File: src/rtl/demux2_reg.sv
// demux2_reg: 1-to-2 registered demultiplexer with valid/ready handshake.
// A single-entry output register holds one word together with its destination
// port. The word is offered on that port until the sink accepts it. The block
// runs at full throughput and adds one cycle of latency.
// Optional feature macro: DEMUX2_CNT_EN adds per-port counters of completed
// transfers. Without it, cnt0_o and cnt1_o are constant zero.
module demux2_reg #(
    parameter int DataWidth = 32,
    parameter int CntWidth  = 16
) (
    input  logic                 clk_i,
    input  logic                 rst_ni,
    input  logic                 in_valid_i,
    output logic                 in_ready_o,
    input  logic                 sel_i,
    input  logic [DataWidth-1:0] in_data_i,
    output logic                 out0_valid_o,
    input  logic                 out0_ready_i,
    output logic [DataWidth-1:0] out0_data_o,
    output logic                 out1_valid_o,
    input  logic                 out1_ready_i,
    output logic [DataWidth-1:0] out1_data_o,
    output logic [CntWidth-1:0]  cnt0_o,
    output logic [CntWidth-1:0]  cnt1_o
);

    logic                 r_full;
    logic                 r_dest;
    logic [DataWidth-1:0] r_data;

    logic w_pop;
    logic w_push;

    // Handshake decode. Only the ready of the port that holds the word matters.
    always_comb begin
        w_pop      = r_full & (r_dest ? out1_ready_i : out0_ready_i);
        in_ready_o = ~r_full | w_pop;
        w_push     = in_valid_i & in_ready_o;
    end

    // Output register: load on push, empty on a pop that has no push.
    // NOTE: sequential state uses non-blocking assignments only. Blocking
    // assignments here would let a later read in the same block see the new
    // value and create simulation/synthesis mismatches.
    always_ff @(posedge clk_i or negedge rst_ni) begin
        if (!rst_ni) begin
            r_full <= 1'b0;
            r_dest <= 1'b0;
            r_data <= '0;
        end else if (w_push) begin
            r_full <= 1'b1;
            r_dest <= sel_i;
            r_data <= in_data_i;
        end else if (w_pop) begin
            r_full <= 1'b0;
        end
    end

    // Port outputs are driven only by registered state, so no combinational
    // path runs from the upstream inputs to any output.
    always_comb begin
        out0_valid_o = r_full & ~r_dest;
        out1_valid_o = r_full & r_dest;
        out0_data_o  = r_data;
        out1_data_o  = r_data;
    end

`ifdef DEMUX2_CNT_EN
    logic [CntWidth-1:0] r_cnt0;
    logic [CntWidth-1:0] r_cnt1;

    // Per-port completed-transfer counters. They wrap naturally at 2^CntWidth.
    always_ff @(posedge clk_i or negedge rst_ni) begin
        if (!rst_ni) begin
            r_cnt0 <= '0;
            r_cnt1 <= '0;
        end else if (w_pop) begin
            if (r_dest) r_cnt1 <= r_cnt1 + 1'b1;
            else        r_cnt0 <= r_cnt0 + 1'b1;
        end
    end

    assign cnt0_o = r_cnt0;
    assign cnt1_o = r_cnt1;
`else
    assign cnt0_o = '0;
    assign cnt1_o = '0;
`endif

endmodule

File: config.mk
export PLATFORM = sky130hd
export DESIGN_NAME = demux2_reg
export DESIGN_NICKNAME = d
export VERILOG_FILES = /design/src/rtl/demux2_reg.sv
export SDC_FILE = /design/constraint.sdc
export NUM_CORES = 1
export LEC_CHECK = 0
export CORE_MARGIN = 2
export CORE_UTILIZATION = 34
export CTS_CLUSTER_DIAMETER = 30
export CTS_CLUSTER_SIZE = 40
export DETAILED_ROUTE_END_ITERATION = 10
export GPL_ROUTABILITY_DRIVEN = 0
export HOLD_SLACK_MARGIN = 0.15
export PLACE_DENSITY = 0.81
export SLEW_MARGIN = 25
export SYNTH_ARGS = -nofsm -noshare
export SYNTH_HDL_FRONTEND = slang
export SYNTH_SLANG_ARGS = --single-unit
File: constraint.sdc
create_clock -name clk_i -period 1.6 [get_ports clk_i]
set_input_delay 0.32 -clock clk_i [delete_from_list [all_inputs] [get_ports clk_i]]
set_output_delay 0.32 -clock clk_i [all_outputs]
set_load 0.1 [all_outputs]
==> flow_summary.toml, run 1 <==
[timing]
fin_skew_ns = 0.00334
fmax_mhz = 642
maxSlewViolCount = 0
min_period_ns = 1.56
whs_ns = 0.511
hold_viol_final = 0
rsz0062_at_grt = "true"
fin_crit_sh_pct = 97.3
setup_viol = 0

[route]
viasPerCell = 4.02
finalWirelength_um = 4020
dr.first_iter.drc_count = 21
wl_per_cell_um = 13.5
drt_first_pass_iters = 2
antenna_left = 0
vias = 1197
drc_errors = 0

[logic_synthesis]
yosys.area.top_type = "dfrtp_1"
synth-seq-cells = 34
netlist_area_mm2 = 0.00180
syn_avg_cell_area_um2 = 12.4
synth-seq-area-share_pct = 47.2
synth_top_area_share_pct = 47.2
syn_inst = 145
yosysWarnings = 0
synthTopCellsByArea = "dfrtp_1 (47%), buf_4 (27%), mux2_2 (20%), buf_6 (1.9%), nand2b_1 (0.69%)"
synth_cell_types = 15

[worst_setup_path]
r2r_setup_slack_ns = 0.04
crit_path_start_kind = "flip-flop"
critPathBufInv = 2
path_class = "flip-flop to flip-flop"
ff2ff_path_depth = 5
cp_top_family = "multiplexers"
critPathMaxFanout = 16
cp_slowest_cell = "dfrtp_1"
path_cells = "mux2i_2, buf_4, a21boi_4, buf_12, mux2_2"
path_depth = 5
crit_required_ns = 1.76
cp-end-kind = "flip-flop"
critPathMaxStageDelay_ns = 0.40
cp.arrival_ns = 1.71

[power]
power.internal_mw = 2.92
p_per_area_mw_per_mm2 = 1950
p_leak_nw = 1.49
combPwrFrac_pct = 70.4
seqPwrFrac_pct = 20.8
switching_power_mw = 3.73
vdd_drop_max_v = 0.00109
p_clk_share_pct = 8.9
switching_share_pct = 56.1

[die]
start_util_pct = 35.3
rows = 26
dieArea_mm2 = 0.00591
fp.dieW_um = 76.8
die_h_um = 76.8
io_pins = 137
core_mm2 = 0.00511

[global_routing]
grt_pass1_wl_um = 6640
grt_max_degree = 19
grt_remaining_overflow = 0
track_usage_pct = 14.3
grt_pass1_vias = 1317
antenna_found_initial = 0

[final_layout]
drive_above_1_share_pct = 65.4
final_area_mm2 = 0.00341
syn_to_final_growth_pct = 89.3
nNetsFinal = 265
layout.cells.non_filler = 298
n_antenna_cell = 0

[clocking]
insertion_delay_ns = 0.28
ctsLongestPathBuffers = 2
clkSlewWorstSetupHoldPaths_ns = 0.06
htreeDepth = 2
cts_tree = "yes"
cts_buffers = 5
clkSinkCount = 34
cts_root_buf = "clkbuf_8"

[outcome]
outcome = "finished clean"

[place]
placed_area_mm2 = 0.00331
hpwl_um = 3420
placedCellCount = 288
portBuffers = 104

[worst_hold_path]
min_path_type = "primary input to asynchronous set/reset pin"

[job]
drv_cap = 0
## Yosys cell counts
cell,instances
buf_4,64
a21boi_2,1
mux2i_1,1
nor2_1,1
dfrtp_1,34
a22o_1,1
o21ai_0,1
a21o_2,1
mux2_2,32
conb_1,1
nand2_1,1
inv_1,1
and2_2,1
nand2b_1,2
buf_6,3
## cell type report
type | count | area (µm²)
clock buffer | 8 | 80.1
fill | 371 | 1690
inverter | 1 | 3.75
multi-input combinational | 74 | 568
sequential | 34 | 891
tap | 70 | 87.6
timing repair buffer | 111 | 1780
## flip-flops by register name (all words and copies together), names as in the netlist
signal and cells:
r_full 1, r_dest 1, out0_data_o 32
## power by group through the flow
stage	clock network (mW)	logic, mW	registers (mW)
after floorplan	0	2.17	2.39
after global placement	0	4.65	1.38
after detailed placement	0	4.69	1.40
after CTS	0.622	4.70	1.39
after global routing	0.665	4.76	1.41
final	0.589	4.68	1.38
## kinds of logic after synthesis
group	after synthesis	synth area share (%)
AOI/OAI and AO/OA	4	1.87
buffers and inverters	68	28.7
DFF	34	47.2
muxes	33	20.5
other	1	0.208
and+or+nand+nor	5	1.53
## repair_timing
item,4_1_cts,5_1_grt
endpoints found under the setup margin,1,1
hold endpoints to repair,16,0
hold buffers,1,0
buffers inserted,1,0
gates resized for setup,3,1
pin swaps,1,0
## layer usage
metal  up-vias  part of all wire, %  GRT usage [%]
li1        540                    -              -
met1       579                   32           14.4
met2        70                   58           26.6
met3         8                  8.3           5.18
met4         0                  1.6           5.64
met5         -                    0              0
## worst register-to-register path, stage by stage (launching register included)
cell and delay [ns]:
dfrtp_1 0.40, mux2i_2 0.17, buf_4 0.15, a21boi_4 0.19
buf_12 0.18, mux2_2 0.35
## layout by cell type (no fill, tap or decap), drive strengths merged
cell           count
clkbuf             8
and2               1
conb              32
a22o               1
dlygate4sd2        2
mux2i              1
clkdlybuf4s50     34
a21boi             1
buf               74
nand2b             2
mux2              32
nor2               1
o21ai              1
inv                1
dlygate4sd3        1
nand2              1
dfrtp             34
a21o               1
## worst paths after layout
| kind | from | to |
|---|---|---|
| worst max-delay path | r_dest | out0_data_o[12] |
| worst min-delay path | rst_ni | r_dest |
| worst max register to register | r_dest | out0_data_o[12] |
| worst min register to register | out0_data_o[14] | out0_data_o[14] |
| max in group asynchronous | rst_ni | out0_data_o[25] |
| min in group clk_i | out1_ready_i | r_full |
## metrics by stage
stage               worst slack [ns]  util (%)  total power [mW]  TNS, ns
floorplan                     0.0189         -              4.56        0
global placement              -0.203      64.9              6.04    -6.36
detailed placement            -0.247      64.9              6.10    -7.60
CTS                           0.0394      66.8              6.71        0
global route                 -0.0114      66.9              6.84  -0.0114
finish                        0.0424      66.9              6.65        0
Power figures use the tool's default switching activity.
==> run 2, diff against run 1 <==
--- a/config.mk
+++ b/config.mk
@@ -5,10 +5,10 @@
 export SDC_FILE = /design/constraint.sdc
 export NUM_CORES = 1
 export LEC_CHECK = 0
-export CORE_MARGIN = 2
+export CORE_MARGIN = 4
 export CORE_UTILIZATION = 34
 export CTS_CLUSTER_DIAMETER = 30
-export CTS_CLUSTER_SIZE = 40
+export CTS_CLUSTER_SIZE = 24
 export DETAILED_ROUTE_END_ITERATION = 10
 export GPL_ROUTABILITY_DRIVEN = 0
 export HOLD_SLACK_MARGIN = 0.15
@@ -17,3 +17,4 @@
 export SYNTH_ARGS = -nofsm -noshare
 export SYNTH_HDL_FRONTEND = slang
 export SYNTH_SLANG_ARGS = --single-unit
+export TNS_END_PERCENT = 20
==> run 2 against run 1 <==
Compared with the run above:
- clock-buffer cell count shrank 1
- worst setup slack lost 0.0034 ns
- cell count shrank 0.34%
- clock power grew 7.1%
- non-clock buffer count shrank 1
- sequential cell count is the same
- first-iteration DRC count shrank 14%
- worst hold slack lost 0.022 ns
- clock skew grew 0.00051 ns
- combinational power is essentially flat
- highest routed layer unchanged
==> flow_summary.toml, run 2 (synthesis gave the netlist of run 1 again) <==
[outcome]
outcome = "finished clean"

[route]
vias = 1177
drc_errors = 0
finalWirelength_um = 4260
antenna_left = 0
drt_first_pass_iters = 3
wl_per_cell_um = 14.3
viasPerCell = 3.96
dr.first_iter.drc_count = 18

[global_routing]
track_usage_pct = 13.1
antenna_found_initial = 0
grt_pass1_vias = 1287
grt_remaining_overflow = 0
grt_max_degree = 20
grt_pass1_wl_um = 6500

[clocking]
htreeDepth = 2
ctsLongestPathBuffers = 2
insertion_delay_ns = 0.27
clkSlewWorstSetupHoldPaths_ns = 0.07
cts_tree = "yes"
cts_root_buf = "clkbuf_8"
cts_buffers = 5
clkSinkCount = 34

[place]
hpwl_um = 3680
place_worst_setup_slack_ns = -0.237
placedCellCount = 287
portBuffers = 104

[worst_setup_path]
cp-end-kind = "output pin"
critPathMaxStageDelay_ns = 0.39
cp.arrival_ns = 1.24
path_class = "flip-flop to output pin"
path_cells = "mux2i_4, nand2_2, buf_12"
crit_path_start_kind = "flip-flop"
cp_slowest_cell = "dfrtp_2"
crit_required_ns = 1.28
critPathBufInv = 1
cp_top_family = "flip-flops"
critPathMaxFanout = 2

[die]
start_util_pct = 35.1
io_pins = 137
die_h_um = 80.8
fp.dieW_um = 80.8
dieArea_mm2 = 0.00654
rows = 26
core_mm2 = 0.00514

[timing]
maxSlewViolCount = 0
fmax_mhz = 641
fin_crit_sh_pct = 97.6
hold_viol_final = 0
min_period_ns = 1.56
setup_viol = 0
rsz0062_at_grt = "true"
fin_ws_ns = 0.0390
fin_skew_ns = 0.00385

[power]
p_leak_nw = 1.52
total_power_mw = 6.66
vdd_drop_max_v = 0.00121
p_per_area_mw_per_mm2 = 1960

[final_layout]
syn_to_final_growth_pct = 88.1
layout.cells.non_filler = 297
largest_reg_flops = 32
nNetsFinal = 264
final_common_cell = "buf_12"
drive_above_1_share_pct = 54.6
n_antenna_cell = 0
final_cell_mix = "buf_12 (69), clkdlybuf4s50_1 (34), mux2_2 (32), conb_1 (32), dfrtp_1 (28)"

[worst_hold_path]
min_path_type = "primary input to asynchronous set/reset pin"

[job]
drv_cap = 0
[run 2: cell types whose count changed in the layout (fill, tap and decap cells not counted), sizes merged]
cell / delta
buf: -1
clkbuf: -1
clkinv: +1
[run 2: metrics by stage]
| step | cell area (µm²) | hold slack, ns | setup TNS, ns | utilization (%) |
|---|---|---|---|---|
| floorplan | 1930 | 0.0244 | -1.54 | - |
| CTS | 3390 | 0.504 | 0 | 66.0 |
| global placement | 3270 | 0.249 | -6.53 | 63.7 |
| detailed placement | 3270 | 0.261 | -7.26 | 63.7 |
| finish | 3390 | 0.489 | 0 | 66.0 |
| global route | 3390 | 0.515 | -0.0261 | 66.0 |
[run 2: layout make-up]
| class | count | area, µm² |
|---|---|---|
| Sequential cell | 34 | 858 |
| Clock inverter | 1 | 5.00 |
| Timing Repair Buffer | 110 | 1780 |
| Clock buffer | 7 | 86.3 |
| Inverter | 1 | 3.75 |
| Fill cell | 393 | 1750 |
| Multi-Input combinational cell | 74 | 577 |
| Tap cell | 70 | 87.6 |
[run 2: timing repair]
item                       4_1_cts  5_1_grt
hold endpoints to repair        15        0
hold buffers                     1        0
resized for setup                6        0
setup buffers                    1        0
setup endpoints to repair        1        1
[run 2: final timing paths]
path,cells after the start,from,slack [ns],to
setup / recovery,3,r_dest,0.04,in_ready_o
hold / removal,2,rst_ni,0.49,out0_data_o[23]
setup reg to reg,4,r_dest,0.10,out0_data_o[26]
hold reg to reg,1,out0_data_o[0],0.61,out0_data_o[0]
max in group asynchronous,3,rst_ni,0.51,r_dest
min in group clk_i,3,out1_ready_i,0.60,r_dest
[run 2: worst register-to-register path: stages, from the launching register on]
cell and delay, ns:
dfrtp_2 0.43, mux2i_4 0.21, a21boi_4 0.22, buf_12 0.18, mux2_2 0.35
[run 2: power by group]
part / total (mW) / internal (mW) / switching [mW]
sequential: 1.35 / 1.03 / 0.320
clock: 0.631 / 0.347 / 0.284
combinational: 4.67 / 1.53 / 3.14
[run 2: metal layers]
layer	vias up	GRT usage, %	part of all wire, %
li1	540	-	-
met1	573	12.7	29
met2	62	26.4	62
met3	2	4.77	9.2
met4	0	2.03	0.33
met5	-	0	0
==> run 3, diff against run 2 <==
--- a/config.mk
+++ b/config.mk
@@ -5,8 +5,9 @@
 export SDC_FILE = /design/constraint.sdc
 export NUM_CORES = 1
 export LEC_CHECK = 0
+export ABC_AREA = 1
 export CORE_MARGIN = 4
-export CORE_UTILIZATION = 34
+export CORE_UTILIZATION = 35
 export CTS_CLUSTER_DIAMETER = 30
 export CTS_CLUSTER_SIZE = 24
 export DETAILED_ROUTE_END_ITERATION = 10
==> run 3 against run 2 <==
Compared with the run above:
- synthesized area rose by 4.9%
- sequential share of layout area fell by 0.29 points
- non-clock buffer count grew 2
- worst hold slack better by 0.075 ns
- synthesized cell count rose by 53%
- via count up 33%
- first-iteration DRC count grew to 3.2 times the previous value
- cell count increased by 24%
- worst setup slack better by 0.026 ns
- largest cell class unchanged
==> flow_summary.toml, run 3 <==
[route]
viasPerCell = 4.24
finalWirelength_um = 5020
dr.first_iter.drc_count = 57
drc_errors = 0
vias = 1565
drt_first_pass_iters = 7
wl_per_cell_um = 13.6
antenna_left = 0

[die]
core_mm2 = 0.00517
rows = 26
dieArea_mm2 = 0.00665
io_pins = 137
start_util_pct = 36.6
die_h_um = 81.5
fp.dieW_um = 81.5

[timing]
setup_viol = 0
fin_crit_sh_pct = 95.9
worst_pin_slew_ns = 0.574
fin_tns_setup_ns = 0
fin_skew_ns = 0.00146
fmax_mhz = 651
min_period_ns = 1.54
rsz0062_at_grt = "false"
whs_ns = 0.565
hold_viol_final = 0
slew-limit-headroom_pct = 61.7
maxSlewViolCount = 0

[final_layout]
syn_to_final_growth_pct = 81.4
final_common_cell = "nand2_1"
post-route-util_pct = 66.4
n_antenna_cell = 0
drive_above_1_share_pct = 30.8
largest_reg_flops = 32
nNetsFinal = 336
final_cell_mix = "nand2_1 (70), buf_12 (69), clkdlybuf4s50_1 (36), nand3_1 (35), conb_1 (32)"

[clocking]
clkSinkCount = 34
cts_root_buf = "clkbuf_8"
htreeDepth = 2
cts_buffers = 5
cts_setup_buffers = 0
ctsLongestPathBuffers = 2
clkSlewWorstSetupHoldPaths_ns = 0.06
insertion_delay_ns = 0.27
cts_tree = "yes"

[logic_synthesis]
synth_top_family_by_area = "buffers and inverters"
synth_top_area_share_pct = 44.9
synth-simple-area-share_pct = 24.4
synthTopCellsByArea = "dfrtp_1 (45%), buf_4 (27%), nand2_1 (14%), nand3_1 (9.3%), buf_6 (1.8%)"
syn_inst = 222
synth-edff-count = 0
yosys.area.top_type = "dfrtp_1"
synthMuxAreaShare_pct = 0
yosys.cell_count.top_type = "nand2_1"
netlist_area_mm2 = 0.00189
synth-adder-area-share_pct = 0
synth-seq-area-share_pct = 44.9
ys_async_sr_fraction_pct = 100
ys.flop_type = "dfrtp_1"
synth_cell_types = 13
synth_compound_area_share_pct = 0
yosysWarnings = 0
syn_avg_cell_area_um2 = 8.53
synthTopCellsByCount = "nand2_1 (70), buf_4 (67), nand3_1 (35)"
synth-seq-cells = 34
synth_xor_area_share_pct = 0

[place]
portBuffers = 104
hpwl_um = 4240

[worst_setup_path]
cp-end-kind = "output pin"
cp.arrival_ns = 1.22
crit_required_ns = 1.28
crit_path_start_kind = "primary input"
r2r_setup_slack_ns = 0.39
critPathMaxFanout = 3
path_class = "primary input to output pin"

[global_routing]
antenna_found_initial = 0
grt_max_degree = 27
grt_pass1_vias = 1542
grt_pass1_wl_um = 7730
track_usage_pct = 15.3
grt_remaining_overflow = 0

[worst_hold_path]
min_path_type = "flip-flop to flip-flop"

[outcome]
outcome = "finished clean"

[job]
drv_cap = 0
-- run 3: cell families (layout without fill, tap and decap cells) --
logic type    count (synthesis)  count (layout)
other cells                   1              32
buf+inv                      79             125
flops                        34              34
simple gates                108             108
-- run 3: area by class of cell --
cell class | instances | area, µm²
fillers | 367 | 1740
well taps | 70 | 87.6
repair buffers | 112 | 1790
multi-input cells | 140 | 584
inverters | 5 | 18.8
clock inverters | 1 | 5.00
clock buffers | 7 | 86.3
flip-flops and latches | 34 | 858
-- run 3: critical path, stage by stage --
cell	delay, ns
clkdlybuf4s50_1	0.48
nand2_1	0.07
nand3_2	0.15
buf_12	0.19
-- run 3: timing repair --
action	in CTS	in global routing
hold endpoints to repair	25	0
hold buffers	1	0
gates resized for setup	0	1
setup endpoints to repair	0	1
-- run 3: metal layers --
layer	up-vias	track usage [%]	part of all wire [%]
met5	-	0	0
met1	734	17.4	34
li1	746	-	-
met2	78	28.0	56
met3	7	3.18	9.3
met4	0	5.57	1.5
-- run 3: through the flow --
stage	area (µm²)	instances	setup slack, ns
2_1_floorplan	2020	253	-0.0599
3_3_place_gp	3330	360	0.0514
3_5_place_dp	3330	360	0.0399
4_1_cts	3430	369	0.0330
5_1_grt	3430	369	0.0155
6_report	3430	369	0.0650
-- run 3: final timing paths --
check	start	to	cells after the start
worst min-delay path	out0_data_o[0]	out0_data_o[0]	2
min in group asynchronous	rst_ni	out0_data_o[1]	2
worst max register to register	r_dest	out0_data_o[7]	5
worst max-delay path	out1_ready_i	in_ready_o	4
max in group asynchronous	rst_ni	r_dest	3
worst min register to register	out0_data_o[0]	out0_data_o[0]	2
Power of run 3 is left out: the tool's default activity adds up to more than one toggle a clock period on the data nets, which glitch-free logic cannot reach.
